[src/rtl/dmem_pkg.sv]
// dmem_pkg: FSM state encodings and requester port indices for dmem_port_arbiter
package dmem_pkg;
  localparam logic [1:0] S_IDLE    = 2'd0;
  localparam logic [1:0] S_ISSUE   = 2'd1;
  localparam logic [1:0] S_CAPTURE = 2'd2;
  localparam logic [1:0] S_CLEAR   = 2'd3;
  localparam logic PORT_CPU = 1'b0;
  localparam logic PORT_DBG = 1'b1;
endpackage

[src/rtl/rr_arbiter2.sv]
// rr_arbiter2: two-way round-robin arbiter, one-hot grant, pointer advances on each accepted grant
module rr_arbiter2 (
  input  logic       clk,
  input  logic       reset,
  input  logic [1:0] req,
  input  logic       advance,
  output logic [1:0] grant
);
  logic last_q;
  always_ff @(posedge clk or posedge reset)
    if (reset) last_q <= 1'b1;
    else if (advance) last_q <= grant[1];
  assign grant = &req ? (last_q ? 2'b01 : 2'b10) : req;
endmodule

[src/rtl/dmem_port_arbiter.sv]
// dmem_port_arbiter: round-robin CPU/debug access to single-port DataMemory with registered read data and a full-memory clear sweep
module dmem_port_arbiter
  import dmem_pkg::*;
#(
  parameter int                DATA_W    = 32,
  parameter int                ADDR_W    = 32,
  parameter int                DEPTH     = 256,
  parameter logic [DATA_W-1:0] CLR_VALUE = '0
) (
  input  logic              clk,
  input  logic              reset,
  input  logic              REQ0,
  input  logic              REQ1,
  input  logic              WE0,
  input  logic              WE1,
  input  logic [ADDR_W-1:0] ADDR0,
  input  logic [ADDR_W-1:0] ADDR1,
  input  logic [DATA_W-1:0] WDATA0,
  input  logic [DATA_W-1:0] WDATA1,
  output logic              GNT0,
  output logic              GNT1,
  output logic              RVALID0,
  output logic              RVALID1,
  output logic [DATA_W-1:0] RDATA,
  input  logic              CLR_START,
  output logic              BUSY,
  output logic              CLR_DONE,
  output logic              WR,
  output logic [ADDR_W-1:0] ADDRESS,
  output logic [DATA_W-1:0] BIN,
  input  logic [DATA_W-1:0] DATAOUT
);
  localparam int CNT_W = $clog2(DEPTH) + 1;
  logic [1:0]        state_q, state_d;
  logic [CNT_W-1:0]  cnt_q, cnt_d;
  logic              flag_q, flag_d, win_q, win_d;
  logic [ADDR_W-1:0] addr_q, addr_d;
  logic [DATA_W-1:0] bin_q, bin_d, rdata_q, rdata_d;
  logic              wr_q, wr_d, done_q, done_d;
  logic [1:0]        gnt_q, gnt_d, rvalid_q, rvalid_d, req, grant;
  logic              idle_req, last_clr;
  assign req      = {REQ1, REQ0};
  assign idle_req = state_q == S_IDLE && !flag_q && |req;
  assign last_clr = cnt_q == CNT_W'(DEPTH);
  rr_arbiter2 u_rr (
    .clk     (clk),
    .reset   (reset),
    .req     (req),
    .advance (idle_req),
    .grant   (grant)
  );
  always_ff @(posedge clk or posedge reset)
    if (reset) begin
      state_q  <= S_IDLE;
      cnt_q    <= '0;
      flag_q   <= 1'b0;
      win_q    <= PORT_CPU;
      addr_q   <= '0;
      bin_q    <= '0;
      rdata_q  <= '0;
      wr_q     <= 1'b0;
      done_q   <= 1'b0;
      gnt_q    <= '0;
      rvalid_q <= '0;
    end else begin
      state_q  <= state_d;
      cnt_q    <= cnt_d;
      flag_q   <= flag_d;
      win_q    <= win_d;
      addr_q   <= addr_d;
      bin_q    <= bin_d;
      rdata_q  <= rdata_d;
      wr_q     <= wr_d;
      done_q   <= done_d;
      gnt_q    <= gnt_d;
      rvalid_q <= rvalid_d;
    end
  // cnt_q runs one ahead of the address being written, so reaching DEPTH marks the final word
  always_comb begin
    state_d = state_q;
    cnt_d   = cnt_q;
    win_d   = win_q;
    flag_d  = flag_q | (CLR_START && state_q != S_CLEAR);
    case (state_q)
      S_IDLE:
        if (flag_q) begin
          state_d = S_CLEAR;
          cnt_d   = CNT_W'(1);
        end else if (|req) begin
          state_d = S_ISSUE;
          win_d   = grant[1];
        end
      S_ISSUE:   state_d = wr_q ? S_IDLE : S_CAPTURE;
      S_CAPTURE: state_d = S_IDLE;
      default:
        if (last_clr) begin
          state_d = S_IDLE;
          flag_d  = 1'b0;
        end else cnt_d = cnt_q + 1'b1;
    endcase
  end
  always_comb begin
    addr_d   = addr_q;
    bin_d    = bin_q;
    rdata_d  = rdata_q;
    wr_d     = 1'b0;
    gnt_d    = '0;
    rvalid_d = '0;
    done_d   = 1'b0;
    if (state_q == S_IDLE && flag_q) begin
      addr_d = '0;
      bin_d  = CLR_VALUE;
      wr_d   = 1'b1;
    end else if (idle_req) begin
      gnt_d  = grant;
      addr_d = grant[1] ? ADDR1 : ADDR0;
      bin_d  = grant[1] ? WDATA1 : WDATA0;
      wr_d   = grant[1] ? WE1 : WE0;
    end else if (state_q == S_ISSUE && !wr_q) begin
      rdata_d  = DATAOUT;
      rvalid_d = win_q == PORT_DBG ? 2'b10 : 2'b01;
    end else if (state_q == S_CLEAR) begin
      wr_d   = !last_clr;
      done_d = last_clr;
      addr_d = last_clr ? addr_q : ADDR_W'(cnt_q);
    end
  end
  assign GNT0     = gnt_q[0];
  assign GNT1     = gnt_q[1];
  assign RVALID0  = rvalid_q[0];
  assign RVALID1  = rvalid_q[1];
  assign RDATA    = rdata_q;
  assign BUSY     = state_q != S_IDLE;
  assign CLR_DONE = done_q;
  assign WR       = wr_q;
  assign ADDRESS  = addr_q;
  assign BIN      = bin_q;
endmodule

[config.mk]
export PLATFORM = sky130hd
export DESIGN_NAME = dmem_port_arbiter
export DESIGN_NICKNAME = d
export VERILOG_FILES = /design/src/rtl/dmem_pkg.sv /design/src/rtl/rr_arbiter2.sv /design/src/rtl/dmem_port_arbiter.sv
export SDC_FILE = /design/constraint.sdc
export NUM_CORES = 1
export LEC_CHECK = 0
export CAP_MARGIN = 20
export CORE_ASPECT_RATIO = 1.1
export CORE_MARGIN = 8
export CORE_UTILIZATION = 40
export CTS_CLUSTER_DIAMETER = 80
export CTS_CLUSTER_SIZE = 40
export DETAILED_ROUTE_END_ITERATION = 7
export GPL_ROUTABILITY_DRIVEN = 0
export HOLD_SLACK_MARGIN = 0.15
export PLACE_DENSITY = 0.81
export SETUP_SLACK_MARGIN = 0.5
export SLEW_MARGIN = 5
export SYNTH_ARGS = -nofsm -noshare
export SYNTH_HDL_FRONTEND = slang
export SYNTH_SLANG_ARGS = --single-unit
[constraint.sdc]
create_clock -name clk -period 4.7 [get_ports clk]
set_input_delay 0.94 -clock clk [delete_from_list [all_inputs] [get_ports clk]]
set_output_delay 0.94 -clock clk [all_outputs]
set_load 0.005 [all_outputs]
==> results of run 1 <==
## cell usage in the layout, fill, tap and decap left out, drive strengths merged, types with 3 or more instances in the layout
master         Yosys  final
ha                 7      7
nor2               7      7
clkbuf             6     21
dfrtp            115    115
a21o               3      3
nand3              3      3
mux2i             66     66
inv               16     16
buf               21      6
nand2             41     41
a21oi              6      6
mux2              34     34
a222oi             9      9
and2               3      3
clkdlybuf4s50      0    269
nand2b             3      3
o2bb2ai           25     25
clkinv             0      7
o21ai             38     38
nor3               6      6
## sequential cells by signal (all words and copies together) (netlist names), 2 cells and up
register / flops
ADDRESS: 32
rvalid_q: 2
gnt_q: 2
RDATA: 32
state_q: 2
BIN: 32
cnt_q: 9
## cells in the mapped netlist, types with 2 or more instances
cell       instances
clkbuf_1           6
buf_1              2
o21ai_0            7
dfrtp_1          115
nor3_1             6
a222oi_1           9
buf_4              5
mux2_2             4
nor2_2             2
inv_1             16
and2_1             3
ha_1               7
a22oi_1            2
a21oi_1            6
o2bb2ai_1         25
o21ai_1           31
nand2b_1           3
nand3_1            3
a21o_1             3
nor2_1             5
nand2_1           40
nand4_1            2
buf_2             13
mux2i_1           66
nor2b_1            2
mux2_1            30
## final cells by class
| class | count | share of cell area |
|---|---|---|
| clock buffers | 21 | 0.0519 |
| clock inverters | 11 | 0.0127 |
| inverters | 16 | 0.00721 |
| multi-input cells | 271 | 0.249 |
| flip-flops and latches | 116 | 0.335 |
| well taps | 161 | 0.0232 |
| repair buffers | 275 | 0.321 |
## per-layer routing
| layer | wire [um] | global-route usage | up-vias |
|---|---|---|---|
| met5 | 0 | 0 | - |
| met4 | 395 | 0.0772 | 0 |
| met3 | 1140 | 0.0632 | 25 |
| met2 | 9040 | 0.364 | 182 |
| met1 | 6810 | 0.224 | 2171 |
| li1 | - | - | 2090 |
## through the flow
stage	hold WS, ns	cell area [um2]	worst slack [ns]	power, W	instances
floorplan	0.428	5250	0.689	0.00205	430
global placement	0.467	8070	1.51	0.00268	837
detailed placement	0.470	8090	1.43	0.00272	838
CTS	0.482	8650	1.68	0.00396	870
global route	0.497	8670	1.57	0.00416	871
finish	0.478	8670	1.70	0.00394	871
## power groups by stage
stage	combinational, W	clock [W]	sequential, W
6_report	0.00137	0.00122	0.00136
3_3_place_gp	0.00132	0	0.00136
5_1_grt	0.00148	0.00129	0.00139
3_5_place_dp	0.00136	0	0.00137
2_1_floorplan	0.000712	0	0.00134
4_1_cts	0.00136	0.00124	0.00136
## logic make-up after synthesis
| group | count (synthesis) | synth area share |
|---|---|---|
| simple gates | 74 | 0.0698 |
| flops | 116 | 0.553 |
| compound gates | 90 | 0.123 |
| fa+ha+maj | 7 | 0.0167 |
| buf+inv | 43 | 0.0389 |
| mux | 100 | 0.199 |
## worst max-delay path: stages (launching register included)
cell             delay (ns)
dfrtp_1                0.43
inv_1                  0.11
ha_1                   0.42
inv_1                  0.20
clkdlybuf4s50_1        0.51
## worst paths after layout
check / startpoint / to / slack, ns / cells past startpoint
worst max-delay path: state_q[0]$_DFFE_PP0P_ / BUSY / 1.70 / 4
worst min-delay path: BIN[31]$_DFFE_PP0P_ / BIN[31]$_DFFE_PP0P_ / 0.48 / 2
worst max register to register: state_q[0]$_DFFE_PP0P_ / BIN[28]$_DFFE_PP0P_ / 2.27 / 6
worst min register to register: BIN[31]$_DFFE_PP0P_ / BIN[31]$_DFFE_PP0P_ / 0.48 / 2
max in group asynchronous: reset / ADDRESS[21]$_DFFE_PP0P_ / 2.77 / 4
min in group asynchronous: reset / BIN[13]$_DFFE_PP0P_ / 0.92 / 2
==> impl_metrics.env, run 1 <==
export IMPL_status="finished, final reports clean"
export IMPL_slew_headroom=0.383
export IMPL_syn_avg_cell_area_um2=12.2
export IMPL_synth_area_mm2=0.00525
export IMPL_fin_tns_setup_ns=0
export IMPL_grt_use_total=0.204
export IMPL_ir_drop_uv=246
export IMPL_syn_nets=604
export IMPL_root_buffer="clkbuf_16"
export IMPL_worst_slew_pin_slew_ns=0.921
export IMPL_drive_above_1_share=0.0718
export IMPL_seqCellArea_mm2=0.00290
export IMPL_initial_utilization=0.404
export IMPL_required_ns=3.76
export IMPL_clock_sinks=116
export IMPL_sw_frac_of_total=0.304
export IMPL_cts_resized=0
export IMPL_power_leakage_nw=3.76
export IMPL_port_buffers=269
export IMPL_path_max_fanout=12
export IMPL_utilization=0.668
export IMPL_grt_pass1_vias=4869
export IMPL_internal_power_w=0.00275
export IMPL_vias=4468
export IMPL_clkTransAtPathRegs_ns=0.05
export IMPL_drv_cap=0
export IMPL_cts_tree="yes"
export IMPL_die_height_um=136
export IMPL_slew_violations=0
export IMPL_min_period_over_period=0.638
export IMPL_routed_wl_um=17400
export IMPL_fill_cells=965
export IMPL_synthFlopType="dfrtp_1"
export IMPL_power_frac_clock=0.310
export IMPL_cts_htree_levels=4
export IMPL_clk_path_buf_depth=2
export IMPL_finalHoldViolations=0
export IMPL_postCtsSetupBuffers=0
export IMPL_drt_iter0_drc=288
export IMPL_area_growth_pct=65.2
export IMPL_crit_type="flop to primary output"
export IMPL_yosys_area_top_type="dfrtp_1"
export IMPL_seq_area_frac_synth=0.553
export IMPL_pwr_share_comb=0.346
export IMPL_drc_errors=0
export IMPL_clk_latency_ns=0.40
export IMPL_grt_pass1_wl_um=27200
export IMPL_grt_max_degree=63
export IMPL_multi_input_area_mm2=0.00216
export IMPL_syn_instance_count=430
export IMPL_ys_types=43
export IMPL_crit_path_end_kind="primary output"
export IMPL_core_mm2=0.0130
export IMPL_dp_hpwl_um=13400
export IMPL_synth_top_area_frac=0.548
export IMPL_gr_total_overflow=0
export IMPL_ys_warn_count=0
export IMPL_switchingPower_w=0.00120
export IMPL_finalSetupViolCount=0
export IMPL_synth_seq_cells=116
export IMPL_antenna_found_initial=0
export IMPL_arrival_ns=2.06
export IMPL_ioPinCount=270
export IMPL_fp_row_count=44
export IMPL_fmax_mhz=334
export IMPL_ctsHoldBuffers=0
export IMPL_powerDensity_mw_per_mm2=455
export IMPL_async_flop_share=1.00
export IMPL_finClkSkew_ns=0.00900
export IMPL_layout_nets=871
export IMPL_first_pass_iters=4
export IMPL_dieArea_mm2=0.0170
export IMPL_dieWidth_um=125
export IMPL_sequentialPowerShare=0.344
export IMPL_wl_per_cell_um=20.0
export IMPL_period_minus_slack_ns=3.00
export IMPL_antenna_left=0
export IMPL_synthTopCellsByArea="dfrtp_1, mux2i_1, mux2_1, o2bb2ai_1, o21ai_1"
export IMPL_crit_path_start_kind="flop"
export IMPL_synth_edff_count=0
export IMPL_hold_class="flop to flop"
export IMPL_n_antenna_cell=0
export IMPL_numCtsBuffers=17
export IMPL_vias_per_cell=5.13
export IMPL_rsz0062_at_grt="no"
No activity file was read; power rests on OpenSTA's default activity.
==> run 2: changes to the inputs <==
Settings changed: CORE_UTILIZATION 40 to 36, PLACE_DENSITY 0.81 to 0.77.
Clock period 4.7 ns to 2.7 ns, I/O delays scaled along.
==> run 2 against run 1 <==
Compared with the run above: worst setup slack lost 1.0 ns; register-to-register slack got worse by 1.6 ns; first-iteration DRC count down 12%; clock power up 81%; via count grew 0.18%; sequential cell count stayed put; non-clock buffer count is 6 higher; critical path depth grew 2; clock-buffer cell count up 1; sequential share of layout area shrank 0.49 points; design area increased by 1.5%; sequential power grew 74%; critical path type is now primary input to flop; critical endpoint is now RDATA[4]$_DFFE_PP0P_.
==> impl_metrics.env, run 2 (same netlist as run 1, synthesis figures left out) <==
export IMPL_antenna_found_initial=0
export IMPL_r2r_end="state_q[0]$_DFFE_PP0P_"
export IMPL_r2r_slack_ns=0.66
export IMPL_layout_nets=877
export IMPL_ir_drop_uv=446
export IMPL_numCtsBuffers=17
export IMPL_ctsHoldBuffers=0
export IMPL_clk_latency_ns=0.40
export IMPL_r2r_start="cnt_q[0]$_DFFE_PP0P_"
export IMPL_powerDensity_mw_per_mm2=805
export IMPL_finalHoldViolations=0
export IMPL_crit_path_end_kind="flop"
export IMPL_wl_per_cell_um=20.1
export IMPL_whs_endpoint="RDATA[22]$_DFFE_PP0P_"
export IMPL_rsz0062_at_grt="no"
export IMPL_n_antenna_cell=0
export IMPL_drt_iter0_drc=254
export IMPL_crit_path_start_kind="primary input"
export IMPL_core_mm2=0.0143
export IMPL_clk_path_buf_depth=2
export IMPL_layout_common_cells="clkdlybuf4s50_1, dfrtp_1, mux2i_1"
export IMPL_final_common_cell="clkdlybuf4s50_1"
export IMPL_min_period_over_period=0.758
export IMPL_fill_cells=1142
export IMPL_gr_total_overflow=0
export IMPL_finClkSkew_ns=0.00830
export IMPL_worstHoldStart="RDATA[22]$_DFFE_PP0P_"
export IMPL_fin_tns_setup_ns=0
export IMPL_drive_above_1_share=0.0853
export IMPL_postPlaceCellArea_mm2=0.00819
export IMPL_grt_pass1_wl_um=28300
export IMPL_crit_type="primary input to flop"
export IMPL_initial_utilization=0.366
export IMPL_port_buffers=269
export IMPL_hold_class="flop to flop"
export IMPL_worst_slew_pin_slew_ns=0.870
export IMPL_multi_input_area_mm2=0.00217
export IMPL_dieArea_mm2=0.0187
export IMPL_area_growth_pct=67.7
export IMPL_period_minus_slack_ns=2.05
export IMPL_r2r_cells=6
export IMPL_fin_area_mm2=0.00880
export IMPL_antenna_left=0
export IMPL_vias_per_cell=4.93
export IMPL_grt_max_degree=66
export IMPL_drv_cap=0
export IMPL_grt_pass1_vias=5003
export IMPL_first_pass_iters=6
export IMPL_seqCellArea_mm2=0.00290
export IMPL_finalSetupViolCount=0
export IMPL_utilization=0.614
export IMPL_status="finished, final reports clean"
export IMPL_die_height_um=143
export IMPL_cts_tree="yes"
export IMPL_power_leakage_nw=3.79
export IMPL_dp_cells=874
export IMPL_clkTransAtPathRegs_ns=0.06
export IMPL_hold_depth=1
export IMPL_slew_headroom=0.418
export IMPL_slew_violations=0
export IMPL_fp_row_count=46
export IMPL_routed_wl_um=18200
export IMPL_dp_hpwl_um=14200
export IMPL_vias=4476
export IMPL_setup_ws_ns=0.655
export IMPL_arrival_ns=2.32
export IMPL_stdcell_count=907
export IMPL_cts_htree_levels=4
export IMPL_root_buffer="clkbuf_16"
export IMPL_clock_sinks=116
export IMPL_dieWidth_um=131
export IMPL_grt_use_total=0.192
export IMPL_fmax_mhz=489
export IMPL_path_max_fanout=33
export IMPL_required_ns=2.97
export IMPL_dp_slack_ns=0.229
export IMPL_ioPinCount=270
export IMPL_drc_errors=0
-- run 2: changes by cell type in the layout (fill, tap and decap cells not counted), sizes merged --
cell	change
clkbuf	+1
clkdlybuf4s50	-1
inv	-1
clkinvlp	+2
buf	+6
dlygate4sd2	+1
clkinv	-3
-- run 2: worst max path at each step --
stage | start | end | slack (ns) | depth (start not counted)
final | REQ0 | RDATA[4]$_DFFE_PP0P_ | 0.65 | 6
after floorplan | reset | ADDRESS[0]$_DFFE_PP0P_ | 0.75 | 1
after global placement | REQ0 | ADDRESS[11]$_DFFE_PP0P_ | 0.31 | 4
after CTS | state_q[1]$_DFFE_PP0P_ | ADDRESS[11]$_DFFE_PP0P_ | 0.57 | 6
after global routing | REQ0 | BIN[13]$_DFFE_PP0P_ | 0.50 | 6
after detailed placement | REQ0 | ADDRESS[11]$_DFFE_PP0P_ | 0.23 | 4
-- run 2: worst max-delay path, stage by stage --
cell and delay [ns]:
clkdlybuf4s50_1 0.55, nor3_1 0.32, nor2_2 0.13, nor2_2 0.17, buf_12 0.23, mux2_1 0.36
-- run 2: area by class of cell --
cell class / instances / share of cell area
sequential: 116 / 0.330
timing repair buffer: 281 / 0.322
multi-input combinational: 271 / 0.247
clock buffer: 22 / 0.0550
tap: 192 / 0.0273
clock inverter: 9 / 0.0117
inverter: 16 / 0.00725
-- run 2: through the flow --
stage | hold slack (ns) | total power (W)
after CTS | 0.486 | 0.00713
after floorplan | 0.428 | 0.00357
after detailed placement | 0.474 | 0.00487
after global routing | 0.498 | 0.00743
after global placement | 0.467 | 0.00475
final | 0.481 | 0.00708
-- run 2: report_power, final --
group | leakage [nW] | internal (W) | switching (W)
Clock | 0.284 | 0.00144 | 0.000770
Combinational | 1.98 | 0.00137 | 0.00113
Sequential | 1.53 | 0.00210 | 0.000262
-- run 2: per-layer routing --
metal	GRT usage	up-vias	share of wire
met5	0	-	0
met4	0.0685	0	0.020
met3	0.0488	20	0.051
met2	0.358	177	0.55
met1	0.207	2183	0.38
li1	-	2096	-
-- run 2: what timing repair did --
item / CTS / global route
endpoints found under the setup margin: 1 / 42
pin swaps: 0 / 0
buffers inserted: 2 / 0
gates resized for setup: 3 / 2
